$ cat config.mk
export PLATFORM = sky130hd
export DESIGN_NAME = sonar_ranger_flat
export DESIGN_NICKNAME = d
export VERILOG_FILES = /design/src/rtl/sonar_ranger_if.sv /design/src/rtl/sonar_ranger.sv /design/src/flat_wrapper.sv
export SDC_FILE = /design/constraint.sdc
export NUM_CORES = 1
export LEC_CHECK = 0
export ABC_AREA = 1
export CAP_MARGIN = 20
export CORE_MARGIN = 4
export CORE_UTILIZATION = 55
export CTS_CLUSTER_SIZE = 10
export DETAILED_ROUTE_END_ITERATION = 16
export PLACE_DENSITY = 0.84
export RECOVER_POWER = 100
export SLEW_MARGIN = 40
export SYNTH_ARGS = -nofsm -noshare
export SYNTH_HDL_FRONTEND = slang
export SYNTH_SLANG_ARGS = --single-unit
$ cat constraint.sdc
create_clock -name clk -period 3.4 [get_ports clk]
set_input_delay 0.85 -clock clk [delete_from_list [all_inputs] [get_ports clk]]
set_output_delay 0.85 -clock clk [all_outputs]
set_load 0.03 [all_outputs]
$ cat src/rtl/sonar_ranger_if.sv
// Sensor-side and result-side signals of the ultrasonic ranger, grouped so the
// ranger and its consumer agree on one bundle.
interface sonar_ranger_if #(
  parameter int DIST_W = 7
) ();
  logic              echo;
  logic              trig;
  logic [DIST_W-1:0] distance_cm;
  logic              dist_valid;
  logic              timeout;
  logic              saturated;
  logic              busy;

  modport master (
    input  echo,
    output trig, distance_cm, dist_valid, timeout, saturated, busy
  );

  modport slave (
    output echo,
    input  trig, distance_cm, dist_valid, timeout, saturated, busy
  );
endinterface

$ cat src/rtl/sonar_ranger.sv
// Self-timed ultrasonic ranger: periodic trigger, synchronised echo-width
// measurement, prescaled conversion to whole centimetres with saturation.
module sonar_ranger #(
  parameter int PERIOD_CYCLES = 6750000,
  parameter int TRIG_CYCLES   = 270,
  parameter int CLKS_PER_CM   = 1566,
  parameter int RISE_TIMEOUT  = 27000,
  parameter int DIST_W        = 7,
  parameter int MAX_CM        = 127
) (
  input  logic           clk,
  input  logic           rst,
  sonar_ranger_if.master bus
);

  localparam int PER_W   = (PERIOD_CYCLES > 1) ? $clog2(PERIOD_CYCLES) : 1;
  localparam int TRIG_W  = (TRIG_CYCLES   > 1) ? $clog2(TRIG_CYCLES)   : 1;
  localparam int WAIT_W  = (RISE_TIMEOUT  > 1) ? $clog2(RISE_TIMEOUT)  : 1;
  localparam int PRESC_W = (CLKS_PER_CM   > 1) ? $clog2(CLKS_PER_CM)   : 1;

  localparam logic [PER_W-1:0]   PER_LAST   = PER_W'(PERIOD_CYCLES - 1);
  localparam logic [TRIG_W-1:0]  TRIG_LAST  = TRIG_W'(TRIG_CYCLES - 1);
  localparam logic [WAIT_W-1:0]  WAIT_LAST  = WAIT_W'(RISE_TIMEOUT - 1);
  localparam logic [PRESC_W-1:0] PRESC_LAST = PRESC_W'(CLKS_PER_CM - 1);
  localparam logic [DIST_W-1:0]  CM_MAX     = DIST_W'(MAX_CM);

  typedef enum logic [2:0] {
    ST_IDLE,
    ST_TRIG,
    ST_WAIT_RISE,
    ST_MEASURE,
    ST_DONE
  } state_t;

  state_t              state_q, state_d;
  logic [PER_W-1:0]    per_q, per_d;
  logic [TRIG_W-1:0]   trig_cnt_q, trig_cnt_d;
  logic [WAIT_W-1:0]   wait_cnt_q, wait_cnt_d;
  logic [PRESC_W-1:0]  presc_q, presc_d;
  logic [DIST_W-1:0]   cm_q, cm_d;
  logic                sat_q, sat_d;
  logic                echo_m_q, echo_m_d;
  logic                echo_s_q, echo_s_d;
  logic                echo_p_q, echo_p_d;
  logic [DIST_W-1:0]   distance_q, distance_d;
  logic                saturated_q, saturated_d;
  logic                timeout_q, timeout_d;

  logic tick;
  logic rise;
  logic fall;
  logic count_en;

  assign tick = (per_q == '0);
  assign rise = echo_s_q & ~echo_p_q;
  assign fall = ~echo_s_q & echo_p_q;

  always_comb begin
    state_d     = state_q;
    trig_cnt_d  = trig_cnt_q;
    wait_cnt_d  = wait_cnt_q;
    presc_d     = presc_q;
    cm_d        = cm_q;
    sat_d       = sat_q;
    distance_d  = distance_q;
    saturated_d = saturated_q;
    timeout_d   = 1'b0;
    count_en    = 1'b0;
    echo_m_d    = bus.echo;
    echo_s_d    = echo_m_q;
    echo_p_d    = echo_s_q;
    per_d       = (per_q == PER_LAST) ? '0 : per_q + PER_W'(1);

    case (state_q)
      ST_IDLE: begin
        if (tick) begin
          state_d    = ST_TRIG;
          trig_cnt_d = '0;
        end
      end
      ST_TRIG: begin
        presc_d = '0;
        cm_d    = '0;
        sat_d   = 1'b0;
        if (trig_cnt_q == TRIG_LAST) begin
          state_d    = ST_WAIT_RISE;
          wait_cnt_d = '0;
        end else begin
          trig_cnt_d = trig_cnt_q + TRIG_W'(1);
        end
      end
      ST_WAIT_RISE: begin
        // The rise cycle itself is the first echo-high cycle of the measurement.
        if (rise) begin
          state_d  = ST_MEASURE;
          count_en = 1'b1;
        end else if (wait_cnt_q == WAIT_LAST) begin
          timeout_d = 1'b1;
          state_d   = ST_IDLE;
        end else begin
          wait_cnt_d = wait_cnt_q + WAIT_W'(1);
        end
      end
      ST_MEASURE: begin
        // Result is latched on the fall so it appears together with the DONE strobe.
        if (fall) begin
          state_d     = ST_DONE;
          distance_d  = cm_q;
          saturated_d = sat_q;
        end else begin
          count_en = echo_s_q;
        end
      end
      ST_DONE: begin
        state_d = ST_IDLE;
      end
      default: begin
        state_d = ST_IDLE;
      end
    endcase

    if (count_en) begin
      if (presc_q == PRESC_LAST) begin
        presc_d = '0;
        if (cm_q == CM_MAX) begin
          sat_d = 1'b1;
        end else begin
          cm_d = cm_q + DIST_W'(1);
        end
      end else begin
        presc_d = presc_q + PRESC_W'(1);
      end
    end
  end

  always_ff @(posedge clk) begin
    if (rst) begin
      state_q     <= ST_IDLE;
      per_q       <= '0;
      trig_cnt_q  <= '0;
      wait_cnt_q  <= '0;
      presc_q     <= '0;
      cm_q        <= '0;
      sat_q       <= 1'b0;
      echo_m_q    <= 1'b0;
      echo_s_q    <= 1'b0;
      echo_p_q    <= 1'b0;
      distance_q  <= '0;
      saturated_q <= 1'b0;
      timeout_q   <= 1'b0;
    end else begin
      state_q     <= state_d;
      per_q       <= per_d;
      trig_cnt_q  <= trig_cnt_d;
      wait_cnt_q  <= wait_cnt_d;
      presc_q     <= presc_d;
      cm_q        <= cm_d;
      sat_q       <= sat_d;
      echo_m_q    <= echo_m_d;
      echo_s_q    <= echo_s_d;
      echo_p_q    <= echo_p_d;
      distance_q  <= distance_d;
      saturated_q <= saturated_d;
      timeout_q   <= timeout_d;
    end
  end

  assign bus.trig        = (state_q == ST_TRIG);
  assign bus.busy        = (state_q != ST_IDLE);
  assign bus.dist_valid  = (state_q == ST_DONE);
  assign bus.timeout     = timeout_q;
  assign bus.distance_cm = distance_q;
  assign bus.saturated   = saturated_q;

endmodule

$ cat src/flat_wrapper.sv
// flat-port wrapper written by rule: the top's interface ports become plain ports
module sonar_ranger_flat 
#(
  parameter int PERIOD_CYCLES = 6750000,
  parameter int TRIG_CYCLES   = 270,
  parameter int CLKS_PER_CM   = 1566,
  parameter int RISE_TIMEOUT  = 27000,
  parameter int DIST_W        = 7,
  parameter int MAX_CM        = 127
)
  (clk, rst, bus_echo, bus_trig, bus_distance_cm, bus_dist_valid, bus_timeout, bus_saturated, bus_busy);
  sonar_ranger_if #(.DIST_W(DIST_W)) bus_i ();
  input  logic clk;
  input  logic rst;
  input wire logic [$bits(bus_i.echo)-1:0] bus_echo;
  output wire logic [$bits(bus_i.trig)-1:0] bus_trig;
  output wire logic [$bits(bus_i.distance_cm)-1:0] bus_distance_cm;
  output wire logic [$bits(bus_i.dist_valid)-1:0] bus_dist_valid;
  output wire logic [$bits(bus_i.timeout)-1:0] bus_timeout;
  output wire logic [$bits(bus_i.saturated)-1:0] bus_saturated;
  output wire logic [$bits(bus_i.busy)-1:0] bus_busy;
  assign bus_i.echo = bus_echo;
  assign bus_trig = bus_i.trig;
  assign bus_distance_cm = bus_i.distance_cm;
  assign bus_dist_valid = bus_i.dist_valid;
  assign bus_timeout = bus_i.timeout;
  assign bus_saturated = bus_i.saturated;
  assign bus_busy = bus_i.busy;
  sonar_ranger #(.PERIOD_CYCLES(PERIOD_CYCLES), .TRIG_CYCLES(TRIG_CYCLES), .CLKS_PER_CM(CLKS_PER_CM), .RISE_TIMEOUT(RISE_TIMEOUT), .DIST_W(DIST_W), .MAX_CM(MAX_CM)) u_core (.clk(clk), .rst(rst), .bus(bus_i));
endmodule
==> implementation parameters, run 1 <==
Parameter                              Value

Timing
  Maximum operating frequency ... about 0.34 GHz
  Worst-margin pin slew ... approximately 1700 ps
  Setup repair after global routing missed its margin ... false
  Hold violation count in the final report ... 0
  Final-report max-slew violation count ... 36
  Clock Skews ... 12.7 ps
  Final critical-path required period ... ~3000 ps
  Setup-failing EPs final ... 0
  Minimum hold slack ... roughly 410 ps
  Minimum setup slack in the final design ... ~440 ps
  Worst rel slew slack ... -15.4%
  Final clock period utilization by the worst path ... between 80 and 90%
  Final sum of negative setup slack ... 0 ps

Global routing
  Vias in the first global route ... ~4,400
  Global-route wire length before repair ... between 15,000 and 20,000 um
  Pin count of the biggest net entering global routing ... 36
  Total grt overflow ... 0
  GR Util All Layers ... between 20% and 30%
  Number of antenna violations at the first check in global routing ... 0

Drt
  Final ANT Viol Nets ... 0
  Overall via count from detail_route ... approximately 4,500
  Wire length per cell after detailed routing ... 12.3 um
  Number of design-rule violations left by the first detailed-router iteration ... about 280
  Number of detailed-routing iterations run before antenna repair ... 5
  Vias per std cell ... between 5 and 6
  Routed wire length ... roughly 10,000 um
  Remaining design rule violation count ... 0

Outcome
  Violated checks ... capacitance limit, slew limit
  Result of the run ... finished with violations

Worst hold path
  Worst Hold Class ... reg -> reg

Cells and area
  Diode insertion count for antenna repair ... 0
  Post-Layout Cell Count ... 843
  Ratio of cells with drive above 1 in the final layout ... just over 6%
  Most common cell after layout, fill and taps aside ... sky130_fd_sc_hd__nand2_1
  Layout Area Growth over Synthesis ... 8.45%
  Number of nets at the end of the flow ... 744
  Leading cell types in the layout, fill and taps excluded ... sky130_fd_sc_hd__nand2_1 (189), sky130_fd_sc_hd__nor2_1 (112), sky130_fd_sc_hd__inv_1 (86)

Clock network
  Hold bufs inserted after CTS ... 0
  Cell chosen for the clock root ... sky130_fd_sc_hd__clkbuf_8
  Maximum number of buffers from clock root to sink ... 2
  Clock net sink count ... approximately 80
  Resized cells post-CTS ... 0
  CTS tree ... yes
  # H-tree levels ... 3
  Number of CTS-inserted buffers ... 9
  Clock latency reported for the late side of the worst-skew pair ... 360 ps
  Post-CTS Repair Setup Buffers ... 0
  Clock Pin Slew Worst Setup and Hold Paths ... approximately 90 ps

Power and ir drop
  Cell-internal power ... approximately 1.5 mW
  Total design power ... around 2.3 mW
  Clock share of power ... a little under a third
  Power Dens Cells ... 457 nW/um^2
  Switching portion of total power ... 35.2%
  Portion of total power attributed to sequential cells ... ~45%
  Part of the total power dissipated in combinational logic ... between 20% and 30%
  Net switching power ... 0.801 mW
  P_leak ... between 1.5 and 2 nW
  Peak supply drop ... 0.000288 V

Critical path
  Worst Path Max Fanout ... 23
  Required arrival time at the worst endpoint ... approximately 3700 ps
  Crit Path Category ... in -> reg
  Kind of launch point of the worst setup path ... input port
  Arrival time of data at the critical path endpoint ... approximately 3200 ps
  Crit end category ... flop

Floorplan
  Die width ... roughly 100 um
  Area of the die ... 9870 um^2
  Initial Util ... between 50 and 60%
  Vertical extent of the die ... 99.3 um
  I/O pin count ... 15
  # rows ... 33
  Area of the core ... approximately 8200 um^2

Synthesis
  Number of synthesized flops with an enable pin ... 0
  Cell area after synthesis ... about 4600 um^2
  Share of async-settable or async-resettable flops after synthesis ... 0%
  Post-synthesis sequential element count ... roughly 80
  Register area share after synthesis ... between 30% and 40%
  Synthesis warning total ... 0
  Synthesized netlist cell count ... ~720
  Syn Area/Cell ... ~6.3 um^2
  Number of nets in the synthesized netlist ... between 700 and 800
  Count of unique library cells instantiated by Yosys ... 36
  Synth Flop Type ... sky130_fd_sc_hd__dfxtp_1

Place
  Number of buffer cells added on primary ports ... 14
  Final estimated routing congestion in global placement ... approximately 0.96
  Setup slack at placement ... approximately 850 ps
  Post-detail-place hpwl ... roughly 7500 um
  Placed Instances ... 827

Job
  Max cap viols ... 1
## power groups by stage
stage | Clock, mW | Sequential (mW) | Combinational [mW]
2_1_floorplan | 0 | 1.03 | 0.440
3_3_place_gp | 0 | 1.04 | 0.531
3_5_place_dp | 0 | 1.04 | 0.541
4_1_cts | 0.735 | 1.02 | 0.543
5_1_grt | 0.783 | 1.02 | 0.595
6_report | 0.721 | 1.02 | 0.539
## flip-flops by register name (all words and copies together) (netlist names)
name,cells
u_core.bus.saturated,1
u_core.bus.timeout,1
u_core.bus.distance_cm,7
u_core.echo_p_d,1
u_core.echo_m_q,1
u_core.presc_q,11
u_core.cm_q,7
u_core.echo_p_q,1
u_core.wait_cnt_q,15
u_core.trig_cnt_q,9
u_core.state_q,3
u_core.sat_q,1
u_core.per_q,23
## critical path, cell delays in order
cell	delay, ps
sky130_fd_sc_hd__clkdlybuf4s50_1	420
sky130_fd_sc_hd__inv_1	60
sky130_fd_sc_hd__clkbuf_1	760
sky130_fd_sc_hd__nand2_1	740
sky130_fd_sc_hd__nor3b_1	390
## cell usage after synthesis, types with 4 or more instances
library cell	n	share of area, %
sky130_fd_sc_hd__inv_1	85	7.0
sky130_fd_sc_hd__nor3_1	16	1.7
sky130_fd_sc_hd__nand2_2	5	0.68
sky130_fd_sc_hd__xor2_1	8	1.5
sky130_fd_sc_hd__dfxtp_1	81	35
sky130_fd_sc_hd__nor2_1	112	9.2
sky130_fd_sc_hd__or2_2	5	0.68
sky130_fd_sc_hd__nand3_1	67	7.3
sky130_fd_sc_hd__buf_2	5	0.55
sky130_fd_sc_hd__clkbuf_1	6	0.49
sky130_fd_sc_hd__nor2_2	6	0.82
sky130_fd_sc_hd__o21ai_0	24	2.6
sky130_fd_sc_hd__inv_2	4	0.33
sky130_fd_sc_hd__a21oi_1	50	5.5
sky130_fd_sc_hd__ha_1	8	2.2
sky130_fd_sc_hd__nand4_1	18	2.5
sky130_fd_sc_hd__nor3b_1	4	0.65
sky130_fd_sc_hd__nand2_1	189	15
## kinds of logic after synthesis
kind of cell	count (synthesis)	share of synthesized area (%)
and+or+nand+nor	434	41.5
buffers and inverters	106	9.32
AOI/OAI and AO/OA	83	9.54
DFF	81	35.3
xor gates and xnor gates	11	2.10
adders and majority gates	8	2.18
## layer usage
metal	global-route usage (%)	vias to the layer above	share of wire [%]
met2	37.9	120	48
met4	6.93	0	1.0
li1	-	2321	-
met5	0	-	0
met3	4.98	12	5.2
met1	27.6	2056	46
## worst paths after layout
| path | end | cells past startpoint | slack, ps | start |
|---|---|---|---|---|
| setup / recovery | u_core.per_q[2]$_SDFF_PP0_ | 5 | 440 | rst |
| hold / removal | u_core.echo_p_d$_SDFF_PP0_ | 2 | 410 | u_core.echo_m_q$_SDFF_PP0_ |
| setup reg to reg | u_core.wait_cnt_q[12]$_SDFFE_PP0P_ | 11 | 1050 | u_core.state_q[1]$_SDFFE_PP0P_ |
| hold reg to reg | u_core.echo_p_d$_SDFF_PP0_ | 2 | 410 | u_core.echo_m_q$_SDFF_PP0_ |
## final cells by class
| type | count | area, um^2 |
|---|---|---|
| clock buffers | 10 | 138 |
| fillers | 757 | 3200 |
| repair buffers | 16 | 148 |
| inverters | 89 | 334 |
| flip-flops and latches | 81 | 1620 |
| multi-input cells | 536 | 2540 |
| clock inverters | 6 | 65.1 |
| well taps | 105 | 131 |
## through the flow
stage	utilization (%)	cell area, um^2
after floorplan	-	4590
after global placement	58.5	4780
after global routing	60.9	4980
after detailed placement	58.5	4780
final	60.9	4980
after CTS	61.0	4980
(Power assumes the default switching activity.)
==> run 2: changes to the inputs <==
--- a/config.mk
+++ b/config.mk
@@ -5,15 +5,13 @@
 export SDC_FILE = /design/constraint.sdc
 export NUM_CORES = 1
 export LEC_CHECK = 0
-export ABC_AREA = 1
-export CAP_MARGIN = 20
 export CORE_MARGIN = 4
 export CORE_UTILIZATION = 55
 export CTS_CLUSTER_SIZE = 10
 export DETAILED_ROUTE_END_ITERATION = 16
 export PLACE_DENSITY = 0.84
 export RECOVER_POWER = 100
-export SLEW_MARGIN = 40
+export SLEW_MARGIN = 15
 export SYNTH_ARGS = -nofsm -noshare
 export SYNTH_HDL_FRONTEND = slang
 export SYNTH_SLANG_ARGS = --single-unit
==> run 2 against run 1 <==
Effect of this change:
- the run now ends clean
- combinational power down 54%
- clock skew is 3.6 ps lower
- die area shrank 15%
- clock power hardly changed
- critical path depth down 2
- via count shrank 24%
- routed wire length fell by 21%
- first-iteration DRC count is 17% lower
- synthesized cell count down 36%
- setup slack better by 67 ps
- cell area down 15%
- sequential power about the same
- critical path type is now reg -> out
- critical endpoint is now bus_trig
- largest cell class unchanged
- largest power group unchanged
- highest routed layer unchanged
==> implementation parameters, run 2 <==
Parameter                              Value

Outcome
  Result of the run ... finished clean (was finished with violations)

Synthesis
  Leading cell types by count after synthesis ... sky130_fd_sc_hd__dfxtp_1 (81), sky130_fd_sc_hd__nor2_1 (56), sky130_fd_sc_hd__a21oi_1 (32), sky130_fd_sc_hd__nand2_1 (29), sky130_fd_sc_hd__nand3_1 (29) (was sky130_fd_sc_hd__nand2_1 (189), sky130_fd_sc_hd__nor2_1 (112), sky130_fd_sc_hd__inv_1 (85), sky130_fd_sc_hd__dfxtp_1 (81), sky130_fd_sc_hd__nand3_1 (67))
  Synth Flop Type ... sky130_fd_sc_hd__dfxtp_1 (unchanged)
  Syn Area/Cell ... 8.32 um^2 (was 6.35 um^2)
  Cell area after synthesis ... 3850 um^2 (was 4590 um^2)
  Post-synthesis sequential element count ... 81 (unchanged)
  Largest cells by area after synthesis ... sky130_fd_sc_hd__dfxtp_1 (42%), sky130_fd_sc_hd__nor2_1 (5.5%), sky130_fd_sc_hd__a21oi_1 (4.2%) (was sky130_fd_sc_hd__dfxtp_1 (35%), sky130_fd_sc_hd__nand2_1 (15%), sky130_fd_sc_hd__nor2_1 (9.2%))
  Number of nets in the synthesized netlist ... 474 (was 734)
  Area share of the leading cell type in the synthesized netlist ... 42.1% (was 35.3%)
  Number of synthesized flops with an enable pin ... 0 (unchanged)
  Share of async-settable or async-resettable flops after synthesis ... 0% (unchanged)
  Synthesis warning total ... 0 (unchanged)
  Largest area contributor in the netlist ... sky130_fd_sc_hd__dfxtp_1 (unchanged)
  Synthesized netlist cell count ... 463 (was 723)
  Register area share after synthesis ... 42.1% (was 35.3%)
  Count of unique library cells instantiated by Yosys ... 47 (was 36)
  Most used standard cell by instance count after synthesis ... sky130_fd_sc_hd__dfxtp_1 (was sky130_fd_sc_hd__nand2_1)

Power and ir drop
  Portion of total power attributed to sequential cells ... 50.7% (was 44.7%)
  Cell-internal power ... 1.41 mW (was 1.48 mW)
  Switching portion of total power ... 27.7% (was 35.2%)
  Part of the total power dissipated in combinational logic ... 12.6% (was 23.7%)
  Power Dens Cells ... 461 nW/um^2 (was 457 nW/um^2)
  Peak supply drop ... 0.000277 V (was 0.000288 V)
  Net switching power ... 0.543 mW (was 0.801 mW)
  P_leak ... 1.45 nW (was 1.89 nW)
  Clock share of power ... 36.7% (was 31.6%)

Critical path
  Depth of the critical timing path with buffers and inverters included ... 3 (was 5)
  Bufs and invs on worst path ... 2 (was 3)
  Crit end category ... output pin (was flop)
  Worst setup path startpoint ... u_core.state_q[0]$_SDFFE_PP0P_ (was rst)
  Kind of launch point of the worst setup path ... flop (was input port)
  Required arrival time at the worst endpoint ... 2550 ps (was 3660 ps)
  Crit Path Category ... reg -> out (was in -> reg)
  Critical register-to-register path startpoint ... u_core.state_q[0]$_SDFFE_PP0P_ (was u_core.state_q[1]$_SDFFE_PP0P_)
  Ordered list of cells on the worst path ... or3b_1, inv_1, dlygate4sd3_1 (was clkdlybuf4s50_1, inv_1, clkbuf_1, nand2_1, nor3b_1)
  Endpoint of the most critical register-to-register path ... u_core.wait_cnt_q[6]$_SDFFE_PP0P_ (was u_core.wait_cnt_q[12]$_SDFFE_PP0P_)
  Crit path max-delay family ... buffers and inverters (unchanged)
  Capturing instance or port of the critical path ... bus_trig (was u_core.per_q[2]$_SDFF_PP0_)
  Internal reg-to-reg setup slack ... 550 ps (was 1050 ps)
  R2R cell count ... 7 (was 11)
  Arrival time of data at the critical path endpoint ... 2040 ps (was 3220 ps)
  Worst Path Max Fanout ... 9 (was 23)
  CP peak stage delay ... 740 ps (was 760 ps)
  Critical-path top delay cell ... sky130_fd_sc_hd__dlygate4sd3_1 (was sky130_fd_sc_hd__clkbuf_1)

Place
  Final estimated routing congestion in global placement ... 0.885 (was 0.956)
  Cell area after placement ... 4050 um^2 (was 4780 um^2)
  Post-detail-place hpwl ... 5620 um (was 7520 um)
  Number of buffer cells added on primary ports ... 14 (unchanged)

Drt
  Number of detailed-routing iterations run before antenna repair ... 5 (unchanged)
  Vias per std cell ... 5.92 (was 5.35)
  Remaining design rule violation count ... 0 (unchanged)
  Number of design-rule violations left by the first detailed-router iteration ... 232 (was 281)
  Wire length per cell after detailed routing ... 14.2 um (was 12.3 um)
  Routed wire length ... 8160 um (was 10,400 um)
  Overall via count from detail_route ... 3,406 (was 4,509)
  Final ANT Viol Nets ... 0 (unchanged)

Cells and area
  Layout Area Growth over Synthesis ... 10.1% (was 8.45%)
  Register with the most flip-flops ... u_core.per_q (unchanged)
  Most common cell after layout, fill and taps aside ... sky130_fd_sc_hd__dfxtp_1 (was sky130_fd_sc_hd__nand2_1)
  Leading cell types in the layout, fill and taps excluded ... sky130_fd_sc_hd__dfxtp_1 (81), sky130_fd_sc_hd__nor2_1 (56), sky130_fd_sc_hd__a21oi_1 (32) (was sky130_fd_sc_hd__nand2_1 (189), sky130_fd_sc_hd__nor2_1 (112), sky130_fd_sc_hd__inv_1 (86))
  Ratio of cells with drive above 1 in the final layout ... 5.01% (was 6.23%)
  Number of nets at the end of the flow ... 485 (was 744)
  Largest registers ... u_core.per_q x23, u_core.wait_cnt_q x15, u_core.presc_q x11 (unchanged)
  Finished layout cell area ... 4240 um^2 (was 4980 um^2)
  Number of flip-flops in the largest register ... 23 (unchanged)
  Diode insertion count for antenna repair ... 0 (unchanged)

Timing
  Setup-failing EPs final ... 0 (unchanged)
  Final-report max-slew violation count ... 0 (was 36)
  Hold violation count in the final report ... 0 (unchanged)
  Final critical-path required period ... 2890 ps (was 2960 ps)
  Worst rel slew slack ... 41.5% (was -15.4%)
  Maximum operating frequency ... 0.346 GHz (was 0.338 GHz)
  Final clock period utilization by the worst path ... 85.0% (was 86.9%)
  Setup repair after global routing missed its margin ... false (unchanged)
  Final sum of negative setup slack ... 0 ps (unchanged)
  Clock Skews ... 9.08 ps (was 12.7 ps)
  Worst-margin pin slew ... 874 ps (was 1730 ps)

Floorplan
  Area of the core ... 6790 um^2 (was 8180 um^2)
  Vertical extent of the die ... 91.7 um (was 99.3 um)
  Area of the die ... 8410 um^2 (was 9870 um^2)
  I/O pin count ... 15 (unchanged)
  Die width ... 91.7 um (was 99.3 um)
  Initial Util ... 56.7% (was 56.1%)
  # rows ... 30 (was 33)

Global routing
  Number of antenna violations at the first check in global routing ... 0 (unchanged)
  Total grt overflow ... 0 (unchanged)
  GR Util All Layers ... 20.1% (was 22.1%)
  Pin count of the biggest net entering global routing ... 41 (was 36)
  Global-route wire length before repair ... 14,000 um (was 18,400 um)
  Vias in the first global route ... 3,129 (was 4,359)

Clock network
  Maximum number of buffers from clock root to sink ... 2 (unchanged)
  Hold bufs inserted after CTS ... 0 (unchanged)
  Post-CTS Repair Setup Buffers ... 0 (unchanged)
  Cell chosen for the clock root ... sky130_fd_sc_hd__clkbuf_8 (unchanged)
  Clock Pin Slew Worst Setup and Hold Paths ... 80 ps (was 90 ps)
  Number of CTS-inserted buffers ... 9 (unchanged)
  Clock net sink count ... 81 (unchanged)
  Clock latency reported for the late side of the worst-skew pair ... 350 ps (was 360 ps)
  CTS tree ... yes (unchanged)
  # H-tree levels ... 3 (unchanged)
  Resized cells post-CTS ... 0 (unchanged)

Worst hold path
  Worst Hold Class ... reg -> reg (unchanged)

Job
  Max cap viols ... 0 (was 1)
-- run 2: cell types whose count changed after synthesis, moves of 13 or more --
| cell | change |
|---|---|
| sky130_fd_sc_hd__a21oi_1 | -18 |
| sky130_fd_sc_hd__and3_1 | +13 |
| sky130_fd_sc_hd__inv_1 | -71 |
| sky130_fd_sc_hd__nand2_1 | -160 |
| sky130_fd_sc_hd__nand3_1 | -38 |
| sky130_fd_sc_hd__nor2_1 | -56 |
| sky130_fd_sc_hd__or3_1 | +21 |
-- run 2: how the worst min path moves through the flow --
stage                          startpoint                         end  slack, ps  cells past startpoint
6_report       u_core.echo_m_q$_SDFF_PP0_  u_core.echo_p_d$_SDFF_PP0_        440                      1
5_1_grt        u_core.echo_m_q$_SDFF_PP0_  u_core.echo_p_d$_SDFF_PP0_        460                      1
4_1_cts        u_core.echo_m_q$_SDFF_PP0_  u_core.echo_p_d$_SDFF_PP0_        450                      1
3_5_place_dp   u_core.echo_m_q$_SDFF_PP0_  u_core.echo_p_d$_SDFF_PP0_        430                      1
3_3_place_gp   u_core.echo_m_q$_SDFF_PP0_  u_core.echo_p_d$_SDFF_PP0_        420                      1
2_1_floorplan  u_core.echo_m_q$_SDFF_PP0_  u_core.echo_p_d$_SDFF_PP0_        410                      1
-- run 2: area by class of cell --
class | instances | area [um^2]
repair buffers | 19 | 163
inverters | 14 | 52.6
fillers | 582 | 2550
clock inverters | 4 | 51.3
multi-input cells | 349 | 2080
clock buffers | 12 | 155
flip-flops and latches | 81 | 1620
well taps | 96 | 120
-- run 2: kinds of logic after synthesis --
kind of cell	synth area share (%)
AO/OA/AOI/OAI	14.1
XOR/XNOR	4.78
adder cells (fa/ha/maj)	2.60
buffers and inverters	3.83
flip-flops	42.1
multiplexers	2.34
AND/OR/NAND/NOR	30.3
-- run 2: stage by stage --
| stage | worst slack [ps] | utilization (%) | std cells | power [mW] | hold WS, ps |
|---|---|---|---|---|---|
| finish | 511 | 62.4 | 575 | 1.96 | 443 |
| global route | 250 | 62.4 | 575 | 2.05 | 459 |
| CTS | 564 | 62.7 | 575 | 1.99 | 447 |
| detailed placement | 676 | 59.7 | 559 | 1.28 | 426 |
| global placement | 728 | 59.7 | 559 | 1.26 | 418 |
| floorplan | 1100 | - | 463 | 1.20 | 414 |
-- run 2: layer usage --
layer	track usage (%)	wire length, um
met5	0	0
met4	7.04	107
met3	5.00	322
met2	33.0	3930
met1	25.8	3800
-- run 2: power groups by stage --
stage               logic (mW)  clock network, mW  registers, mW
finish                   0.246              0.718          0.992
global placement         0.253                  0           1.01
floorplan                0.194                  0           1.01
global route             0.282              0.769          0.996
detailed placement       0.261                  0           1.01
CTS                      0.263              0.731          0.992
==> patch: new RTL, config.mk and constraints of run 1 <==
Encoding of `state_t`: now one-hot (5 bits for 5 states).
--- a/src/rtl/sonar_ranger.sv
+++ b/src/rtl/sonar_ranger.sv
@@ -26,8 +26,8 @@
 
-  typedef enum logic [2:0] {
-    ST_IDLE,
-    ST_TRIG,
-    ST_WAIT_RISE,
-    ST_MEASURE,
-    ST_DONE
+  typedef enum logic [4:0] {
+    ST_IDLE      = 5'b00001,
+    ST_TRIG      = 5'b00010,
+    ST_WAIT_RISE = 5'b00100,
+    ST_MEASURE   = 5'b01000,
+    ST_DONE      = 5'b10000
   } state_t;
Check against the original RTL: same outputs for any inputs over 10 cycles, from zero or initial values and one cycle with rst high; not proved beyond that.
==> patch against run 1 <==
The flow still finishes with violations (capacitance limit, slew limit). Design area is 0.45% higher. First-iteration DRC count is 18% higher. Worst setup slack better by 0.073 ns. Maximum frequency is 2.5% higher. Non-clock buffer count is 1 higher. Total power is 0.60% lower. Global-route usage hardly changed. Die area is 1.5% higher. Sequential cell count is 2 higher. Routed wire length is 1.2% higher. Critical path depth is 1 lower. Area after synthesis is 1.6% higher. Count of clock-buffer cells in the layout stayed put.
==> patch: results (changes against run 1) <==
\begin{tabular}{lr}
\hline
Metric & Value \\
\hline
\multicolumn{2}{l}{\textbf{Pwr}} \\
\quad Static leakage power & 1.775 nW (was 1.895 nW) \\
\multicolumn{2}{l}{\textbf{Status}} \\
\quad Failing checks & capacitance limit, slew limit (unchanged) \\
\quad Outcome & complete, but fails checks (unchanged) \\
\multicolumn{2}{l}{\textbf{Detailed routing}} \\
\quad Total length of routed wires & 10.48 mm (was 10.35 mm) \\
\quad DR vias & 4540 (was 4509) \\
\quad Pre-Repair DR Iteration Count & 6 (was 5) \\
\multicolumn{2}{l}{\textbf{Run}} \\
\quad Reported max-cap violation count & 1 (unchanged) \\
\multicolumn{2}{l}{\textbf{Critical path}} \\
\quad Register-to-register setup slack & 0.85 ns (was 1.05 ns) \\
\quad CP max FO & 5 (was 23) \\
\multicolumn{2}{l}{\textbf{Placement}} \\
\quad Placed wire-length estimate after detailed placement & 7.406 mm (was 7.522 mm) \\
\quad Weighted congestion reported at the end of routability-driven placement & 0.9123 (was 0.9560) \\
\multicolumn{2}{l}{\textbf{Global routing}} \\
\quad Overall routing resource usage & 22.11\% (was 22.10\%) \\
\quad Wire length of the first global-routing pass & 18.42 mm (was 18.44 mm) \\
\multicolumn{2}{l}{\textbf{Synth}} \\
\quad Dominant cells by area after synthesis & sky130\_fd\_sc\_hd\_\_dfxtp\_1 (36\%), sky130\_fd\_sc\_hd\_\_nand2\_1 (15\%), sky130\_fd\_sc\_hd\_\_nor2\_1 (9.4\%) (was sky130\_fd\_sc\_hd\_\_dfxtp\_1 (35\%), sky130\_fd\_sc\_hd\_\_nand2\_1 (15\%), sky130\_fd\_sc\_hd\_\_nor2\_1 (9.2\%)) \\
\quad Post-synth cell types & 34 (was 36) \\
\quad Share of the yosys chip area belonging to registers & 35.63\% (was 35.33\%) \\
\multicolumn{2}{l}{\textbf{Cells and area}} \\
\quad Total Nets Final & 739 (was 744) \\
\quad Fraction of final layout cells sized beyond drive strength 1 & 5.730\% (was 6.233\%) \\
\multicolumn{2}{l}{\textbf{Timing}} \\
\quad Worst clock skew on the final layout & 0.01304 ns (was 0.01270 ns) \\
\quad Final-report max-slew violation count & 37 (was 36) \\
\hline
\end{tabular}
-- patch: cell types whose count changed after synthesis, sizes merged, moves of 2 or more --
cell	before	now
inv	89	80
o21ai	25	27
nand3	70	65
nand3b	1	3
nor2	120	127
dfxtp	81	83
o31ai	2	0
or2	6	3
nor3	17	15
-- patch: worst paths after layout --
check                                 start                    endpoint  cells past startpoint
max reg2reg  u_core.state_q[0]$_SDFFE_PP1P_   u_core.cm_q[0]$_SDFF_PP0_                      8
min              u_core.echo_m_q$_SDFF_PP0_  u_core.echo_p_d$_SDFF_PP0_                      2
max          u_core.state_q[0]$_SDFFE_PP1P_              bus_dist_valid                      4
min reg2reg      u_core.echo_m_q$_SDFF_PP0_  u_core.echo_p_d$_SDFF_PP0_                      2
-- patch: layout make-up --
cell class / instances / area, sq um
Tap cell: 105 / 131.4
Inverter: 80 / 302.8
Sequential cell: 83 / 1662
Multi-Input combinational cell: 537 / 2535
Timing Repair Buffer: 17 / 158.9
Clock inverter: 6 / 72.57
Clock buffer: 10 / 137.6
Fill cell: 735 / 3217
-- patch: logic make-up after synthesis --
group,share of synthesized area (%)
XOR/XNOR,2.254
buffers and inverters,8.425
AO/OA/AOI/OAI,9.471
AND/OR/NAND/NOR,42.07
flip-flops,35.63
adder cells (fa/ha/maj),2.147
-- patch: layer usage --
layer	up-vias	GRT usage, %	wire length [um]
met2	150	37.87	5001
met5	-	0	0
met1	2055	27.05	4792
met3	19	4.517	535
li1	2316	-	-
met4	0	9.223	150
-- patch: tightest hold or removal path, stage by stage, from the launching register on --
cell,delay [ns]
sky130_fd_sc_hd__dfxtp_1,0.30
sky130_fd_sc_hd__inv_1,0.04
sky130_fd_sc_hd__nor2_1,0.03
-- patch: through the flow --
stage               hold slack (ns)  total power, mW  std cells  setup slack [ns]  instance area, sq um
floorplan                    0.3883            1.442        717             1.339                  4663
global placement             0.3916            1.541        822            0.9281                  4867
detailed placement           0.3931            1.563        822            0.8873                  4867
CTS                          0.4034            2.312        838            0.6842                  5077
global route                 0.4617            2.379        838            0.4568                  5000
finish                       0.4048            2.263        838            0.5165                  5000
-- patch: power breakdown --
group / leakage, nW / internal (mW) / switching [mW]
clock: 0.0971 / 0.367 / 0.392
combinational: 1.01 / 0.132 / 0.329
sequential: 0.671 / 1.01 / 0.0359
total: 1.77 / 1.51 / 0.757
